**src/rtl/sva_log_pkg.sv**
```systemverilog
// ============================================================================
// Module : sva_log_pkg
// Brief  : Shared types and helpers for the assertion fail logger.
// Rev    : 1.0  initial release
// ============================================================================
`default_nettype none

package sva_log_pkg;

  localparam int N_CHK = 8;
  localparam int TS_W  = 16;
  localparam int DEPTH = 4;
  localparam int IDX_W = $clog2(N_CHK);
  localparam int PTR_W = $clog2(DEPTH);

  typedef struct packed {
    logic [IDX_W-1:0] idx;
    logic [TS_W-1:0]  ts;
  } evt_t;

  // Index of the lowest set bit; 0 when the vector is empty.
  function automatic logic [4:0] lowest_set(input logic [31:0] v);
    logic [4:0] r;
    r = '0;
    for (int i = 31; i >= 0; i--) begin
      if (v[i]) r = 5'(i);
    end
    return r;
  endfunction

  function automatic logic [5:0] popcount(input logic [31:0] v);
    logic [5:0] c;
    c = '0;
    for (int i = 0; i < 32; i++) begin
      c = c + 6'(v[i]);
    end
    return c;
  endfunction

endpackage

`default_nettype wire

```
**src/rtl/sva_evt_fifo.sv**
```systemverilog
// ============================================================================
// Module : sva_evt_fifo
// Brief  : Synchronous event FIFO with flush; head entry drives the output.
// Rev    : 1.0  initial release
// ============================================================================
`default_nettype none

module sva_evt_fifo
  import sva_log_pkg::*;
#(
  parameter int DATA_W = 19,
  parameter int DEPTH  = 4
) (
  input  logic              i_clk,
  input  logic              i_rst,
  input  logic              i_flush,
  input  logic              i_push,
  input  logic [DATA_W-1:0] i_data,
  input  logic              i_pop,
  output logic [DATA_W-1:0] o_data,
  output logic              o_valid,
  output logic              o_full
);

  localparam int c_PTR_W = $clog2(DEPTH);

  logic [DATA_W-1:0]  r_mem [DEPTH];
  logic [c_PTR_W-1:0] r_wr;
  logic [c_PTR_W-1:0] r_rd;
  logic [c_PTR_W:0]   r_cnt;
  logic               w_empty;
  logic               w_push_ok;
  logic               w_pop_ok;

  assign w_empty   = (r_cnt == '0);
  assign o_full    = (r_cnt == (c_PTR_W+1)'(DEPTH));
  assign o_valid   = !w_empty;
  assign w_push_ok = i_push && !o_full;
  assign w_pop_ok  = i_pop && !w_empty;
  // Masked so an empty FIFO presents zeros rather than stale entries.
  assign o_data    = w_empty ? '0 : r_mem[r_rd];

  always_ff @(posedge i_clk) begin
    if (i_rst) begin
      for (int i = 0; i < DEPTH; i++) r_mem[i] <= '0;
      r_wr  <= '0;
      r_rd  <= '0;
      r_cnt <= '0;
    end else if (i_flush) begin
      r_wr  <= '0;
      r_rd  <= '0;
      r_cnt <= '0;
    end else begin
      if (w_push_ok) begin
        r_mem[r_wr] <= i_data;
        r_wr        <= r_wr + c_PTR_W'(1);
      end
      if (w_pop_ok) r_rd <= r_rd + c_PTR_W'(1);
      case ({w_push_ok, w_pop_ok})
        2'b10:   r_cnt <= r_cnt + (c_PTR_W+1)'(1);
        2'b01:   r_cnt <= r_cnt - (c_PTR_W+1)'(1);
        default: r_cnt <= r_cnt;
      endcase
    end
  end

endmodule

`default_nettype wire

```
**src/rtl/sva_fail_logger.sv**
```systemverilog
// ============================================================================
// Module : sva_fail_logger
// Brief  : Collects checker fail pulses into sticky flags, saturating counters,
//          first-fail capture and a timestamped event stream with drop counting.
// Rev    : 1.0  initial release
// ============================================================================
`default_nettype none

module sva_fail_logger
  import sva_log_pkg::*;
#(
  parameter int N_CHK  = 8,
  parameter int CNT_W  = 8,
  parameter int TS_W   = 16,
  parameter int DEPTH  = 4,
  parameter int DROP_W = 8,
  parameter int c_IDX_W = (N_CHK > 1) ? $clog2(N_CHK) : 1
) (
  input  logic                   CLK,
  input  logic                   RST,
  input  logic [N_CHK-1:0]       fail_i,
  input  logic                   clr_i,
  output logic                   evt_valid,
  input  logic                   evt_ready,
  output logic [c_IDX_W-1:0]     evt_idx,
  output logic [TS_W-1:0]        evt_ts,
  output logic [N_CHK-1:0]       fail_sticky,
  output logic [N_CHK*CNT_W-1:0] fail_cnt,
  output logic                   first_valid,
  output logic [c_IDX_W-1:0]     first_idx,
  output logic                   overflow,
  output logic [DROP_W-1:0]      drop_cnt
);

  localparam int               c_EVT_W    = c_IDX_W + TS_W;
  localparam int               c_DSUM_W   = DROP_W + 6;
  localparam logic [DROP_W-1:0] c_DROP_MAX = '1;

  logic [TS_W-1:0]    r_ts;
  logic [N_CHK-1:0]   r_pend;
  logic [TS_W-1:0]    r_pend_ts [N_CHK];
  logic [N_CHK-1:0]   r_sticky;
  logic [CNT_W-1:0]   r_cnt [N_CHK];
  logic               r_first_valid;
  logic [c_IDX_W-1:0] r_first_idx;
  logic               r_overflow;
  logic [DROP_W-1:0]  r_drop;

  logic               w_full;
  logic               w_push;
  logic               w_pop;
  logic [c_IDX_W-1:0] w_gidx;
  logic [N_CHK-1:0]   w_gnt;
  logic [N_CHK-1:0]   w_coal;
  logic [N_CHK-1:0]   w_set;
  logic [c_DSUM_W-1:0] w_drop_sum;
  logic [DROP_W-1:0]  w_drop_nxt;
  logic [c_EVT_W-1:0] w_fifo_dout;

  // Grant the lowest pending checker whenever the FIFO has room.
  assign w_push = (|r_pend) && !w_full;
  assign w_gidx = c_IDX_W'(lowest_set(32'(r_pend)));
  assign w_gnt  = w_push ? (N_CHK'(1) << w_gidx) : '0;
  assign w_coal = fail_i & r_pend & ~w_gnt;
  assign w_set  = fail_i & (~r_pend | w_gnt);
  assign w_pop  = evt_valid && evt_ready;

  assign w_drop_sum = c_DSUM_W'(r_drop) + c_DSUM_W'(popcount(32'(w_coal)));
  assign w_drop_nxt = (w_drop_sum > c_DSUM_W'(c_DROP_MAX)) ? c_DROP_MAX
                                                           : w_drop_sum[DROP_W-1:0];

  always_ff @(posedge CLK) begin
    if (RST) r_ts <= '0;
    else     r_ts <= r_ts + TS_W'(1);
  end

  always_ff @(posedge CLK) begin
    if (RST || clr_i) begin
      r_pend <= '0;
      for (int i = 0; i < N_CHK; i++) r_pend_ts[i] <= '0;
    end else begin
      r_pend <= (r_pend & ~w_gnt) | fail_i;
      for (int i = 0; i < N_CHK; i++) begin
        if (w_set[i]) r_pend_ts[i] <= r_ts;
      end
    end
  end

  always_ff @(posedge CLK) begin
    if (RST || clr_i) begin
      r_sticky      <= '0;
      r_first_valid <= 1'b0;
      r_first_idx   <= '0;
      r_overflow    <= 1'b0;
      r_drop        <= '0;
    end else begin
      r_sticky <= r_sticky | fail_i;
      if (!r_first_valid && (|fail_i)) begin
        r_first_valid <= 1'b1;
        r_first_idx   <= c_IDX_W'(lowest_set(32'(fail_i)));
      end
      if (|w_coal) begin
        r_overflow <= 1'b1;
        r_drop     <= w_drop_nxt;
      end
    end
  end

  for (genvar gi = 0; gi < N_CHK; gi++) begin : g_chk
    always_ff @(posedge CLK) begin
      if (RST || clr_i)
        r_cnt[gi] <= '0;
      else if (fail_i[gi] && (r_cnt[gi] != '1))
        r_cnt[gi] <= r_cnt[gi] + CNT_W'(1);
    end
    assign fail_cnt[gi*CNT_W +: CNT_W] = r_cnt[gi];
  end

  sva_evt_fifo #(
    .DATA_W (c_EVT_W),
    .DEPTH  (DEPTH)
  ) u_fifo (
    .i_clk   (CLK),
    .i_rst   (RST),
    .i_flush (clr_i),
    .i_push  (w_push),
    .i_data  ({w_gidx, r_pend_ts[w_gidx]}),
    .i_pop   (w_pop),
    .o_data  (w_fifo_dout),
    .o_valid (evt_valid),
    .o_full  (w_full)
  );

  assign {evt_idx, evt_ts} = w_fifo_dout;
  assign fail_sticky = r_sticky;
  assign first_valid = r_first_valid;
  assign first_idx   = r_first_idx;
  assign overflow    = r_overflow;
  assign drop_cnt    = r_drop;

endmodule

`default_nettype wire

```
**config.mk**
```make
export PLATFORM = sky130hd
export DESIGN_NAME = sva_fail_logger
export DESIGN_NICKNAME = d
export VERILOG_FILES = /design/src/rtl/sva_log_pkg.sv /design/src/rtl/sva_evt_fifo.sv /design/src/rtl/sva_fail_logger.sv
export SDC_FILE = /design/constraint.sdc
export NUM_CORES = 1
export LEC_CHECK = 0
export ABC_AREA = 0
export CAP_MARGIN = 10
export CORE_MARGIN = 2
export CORE_UTILIZATION = 30
export CTS_BUF_LIST = sky130_fd_sc_hd__clkbuf_8 sky130_fd_sc_hd__clkbuf_16
export DETAILED_ROUTE_END_ITERATION = 12
export GPL_TIMING_DRIVEN = 0
export HOLD_SLACK_MARGIN = 0.02
export MAX_ROUTING_LAYER = met4
export PLACE_DENSITY = 0.53
export REMOVE_ABC_BUFFERS = 1
export SYNTH_ARGS = -nofsm -noshare
export SYNTH_HDL_FRONTEND = slang
export SYNTH_SLANG_ARGS = --single-unit
export TNS_END_PERCENT = 5
```
**constraint.sdc**
```tcl
create_clock -name CLK -period 5.02 [get_ports CLK]
set_clock_uncertainty 0.2 [all_clocks]
set_input_delay 0.753 -clock CLK [delete_from_list [all_inputs] [get_ports CLK]]
set_output_delay 0.753 -clock CLK [all_outputs]
set_load 0.005 [all_outputs]
```
==> results.md <==
* Max IR drop VDD at 0.000227 V
* Setup crit end kind: register
* Area share of the largest cell type after synthesis at 0.552
* # Max-Cap Violations at 0
* Post-synthesis xor/xnor area fraction at 0.0397
* Setup crit start: RST
* Final hold violation count at 0
* Most frequent cells in the layout: nor2_1, edfxtp_1, clkdlybuf4s50_1
* Height of the die at ~220 um
* Clk pwr share at 0.429
* CTS Sinks at 322
* PD cells at 367 nW/um2
* Net Sw Frac at 0.243
* Post-Synth Simple-Gate Area at 0.174
* Largest family of logic cells by synthesized area: simple AND/OR/NAND/NOR gates
* CP required at about 5.0 ns
* Status: finished, final reports clean
* Leak at 6.60 nW
* Final wirelength at ~35 mm
* Row count at 80
* Ranking of synthesized cells by area: edfxtp_1, nor2_1, dfxtp_1
* P_sw at 1.58 mW
* Routed vias at 9659
* Final Net Count at approximately 1400
* Vias/cell at 4.77
* Adder-cell share of the synthesized area at 0.0220
* Initial drt markers at 496
* Measured slew at the worst slew-check pin at 1.10 ns
* Largest net degree at the start of global routing at 47
* Core box area at between 40000 and 50000 um2
* IO Port Bufs at 116
* Worst Path Arrival at 4.58 ns
* Antenna Violating Nets Remaining at 0
* Unrepaired setup endpoints after global routing: no
* DP HPWL at ~22 mm
* Yosys reg bits at 322
* Setup violators final at 0
* Achievable Freq at 216 MHz
* Starting Density at 0.305
* Mapped Area at roughly 15000 um2
* Die area at 50400 um2
* DR WL/cell at between 15 and 20 um
* Drt drc at 0
* Die width at 224 um
* Pre-CTS setup slack at -1.37 ns
* FF-to-FF Start: r_pend[0]
* Post-synth EDFFs at 268
* Post-synthesis mux area share at 0.0409
* Synth Area per Inst at 11.3 um2
* Area growth from synthesis to layout at 21.5%
* Clock Tree Root: clkbuf_16
* Antenna violations before repair at 1
* Worst Hold Slack at ~0.26 ns
* Vias in the first global route at 9737
* Number of buffers created by CTS at 40
* Clock transition at the registers of the reported paths at 0.05 ns
* Seq pwr share at 0.476
* Post-layout minimum cycle time at approximately 4.6 ns
* Post-synth top area cell: edfxtp_1
* CTS H-tree depth at 2
* Top_reg_cell synth: edfxtp_1
* Synthesized instance count at ~1300
* All-Layer GR Usage at 0.143
* Final RePlAce weighted congestion at between 0.7 and 0.8
* Final Cycle Share at 0.923
* Global route overflow at 0
* Clk_lat worst skew at 0.56 ns
* CP max FO at 46
* Commonest non-fill, non-tap cell in the layout: nor2_1
* Slew Viols, Final at 0
* Synth warn at 0
* Sequential-to-total area share from yosys stat at 0.626
* Worst hold start: first_idx[0]
* Worst relative slew slack at 0.269
* Yosys cell types at 56
* CTS Hold Bufs at 0
* Worst Hold Class: register to register
* Clock buffer depth at 3
* Crit start category: input pin
* Internal power at 4.92 mW
* Share of cells above drive strength 1 at 0.0943
* # IOs at 117
* Part of the power in combinational logic at 0.096
* Slack of the critical path at 0.386 ns
* FFs w/ async S/R, synth at 0
* Synth Area in Compound Gates at 0.0644
* Global-route wire length before repair at 55.0 mm
* CTS tree: built
* Critical path type: input pin to register
* Fillers at approximately 4700
* Drt pass-1 iters at 5
==> routing by layer <==
layer,vias to the layer above,track usage,share of wire
met2,172,0.237,0.49
met1,4739,0.178,0.45
met3,51,0.0283,0.039
li1,4697,-,-
met4,0,0.0389,0.018
met5,-,-,0
==> logic make-up (layout without fill, tap and decap cells) <==
family                   Yosys count  after routing
flip-flops                       322            322
adder cells (fa/ha/maj)           22             22
AO/OA/AOI/OAI                    123            123
multiplexers                      34             34
other                              0              1
AND/OR/NAND/NOR                  595            595
XOR/XNOR                          66             66
buffers and inverters            123            248
==> critical path, cell delays in order <==
cell and delay [ns]:
clkdlybuf4s50_1 1.12, or2_4 0.70, nor2_1 0.23, nand2_2 0.45, nor2_1 0.07, nand2_1 0.64, nand2b_2 0.56
==> flip-flops by register name (all words and copies together) (netlist names), named ones only <==
| register | count |
|---|---|
| first_valid | 1 |
| u_fifo.r_rd | 2 |
| r_pend | 8 |
| first_idx | 3 |
| r_ts | 16 |
| u_fifo.r_cnt | 3 |
| u_fifo.r_wr | 2 |
| overflow | 1 |
| drop_cnt | 8 |
| fail_sticky | 8 |
| u_fifo.r_mem | 76 |
| r_pend_ts | 128 |
| r_cnt | 64 |
==> power groups by stage <==
stage	clock network [mW]	logic (mW)	registers (mW)
after floorplan	0	0.354	3.12
after global placement	0	0.608	3.14
after detailed placement	0	0.625	3.15
after CTS	2.87	0.630	3.09
after global routing	2.97	0.687	3.10
final	2.78	0.622	3.09
==> synthesized netlist by cell type (all sizes together), types with 15 or more instances <==
library cell / count
nor2: 353
mux2: 15
nand3: 37
clkbuf: 62
inv: 53
xnor2: 22
o221ai: 15
nand2: 109
edfxtp: 268
a311o: 15
and2: 23
xor2: 44
a21oi: 22
o21ai: 20
ha: 16
dfxtp: 54
mux4: 19
o22a: 15
==> final timing paths <==
check / end / slack (ns) / cells past startpoint
worst min-delay path: first_idx[0] / 0.26 / 2
worst min register to register: first_idx[0] / 0.26 / 2
worst max register to register: drop_cnt[1] / 0.41 / 17
worst max-delay path: u_fifo.r_mem[2][5] / 0.39 / 7
==> timing repair <==
item / CTS / global route
endpoints found under the setup margin: 43 / 8
gates cloned: 0 / 0
setup buffers: 0 / 4
resized for setup: 7 / 8
==> layout make-up <==
class | instances | area [um2] | area share
inverter | 53 | 199 | 0.0112
tap | 615 | 769 | 0.0434
clock buffer | 48 | 1130 | 0.0640
multi-input combinational | 840 | 5070 | 0.286
antenna | 1 | 2.50 | 0.000141
clock inverter | 23 | 141 | 0.00798
sequential | 322 | 9130 | 0.515
timing repair buffer | 124 | 1270 | 0.0715
==> stage by stage <==
| step | TNS, ns | utilization | total power, mW | instances | cell area, um2 |
|---|---|---|---|---|---|
| after floorplan | -5.51 | - | 3.48 | 1215 | 14300 |
| after global placement | -407.96 | 0.339 | 3.75 | 1946 | 16200 |
| after detailed placement | -73.36 | 0.342 | 3.77 | 1950 | 16400 |
| after CTS | 0 | 0.369 | 6.59 | 2021 | 17700 |
| after global routing | 0 | 0.370 | 6.76 | 2026 | 17700 |
| final | 0 | 0.370 | 6.50 | 2026 | 17700 |
Power figures use the tool's default switching activity.
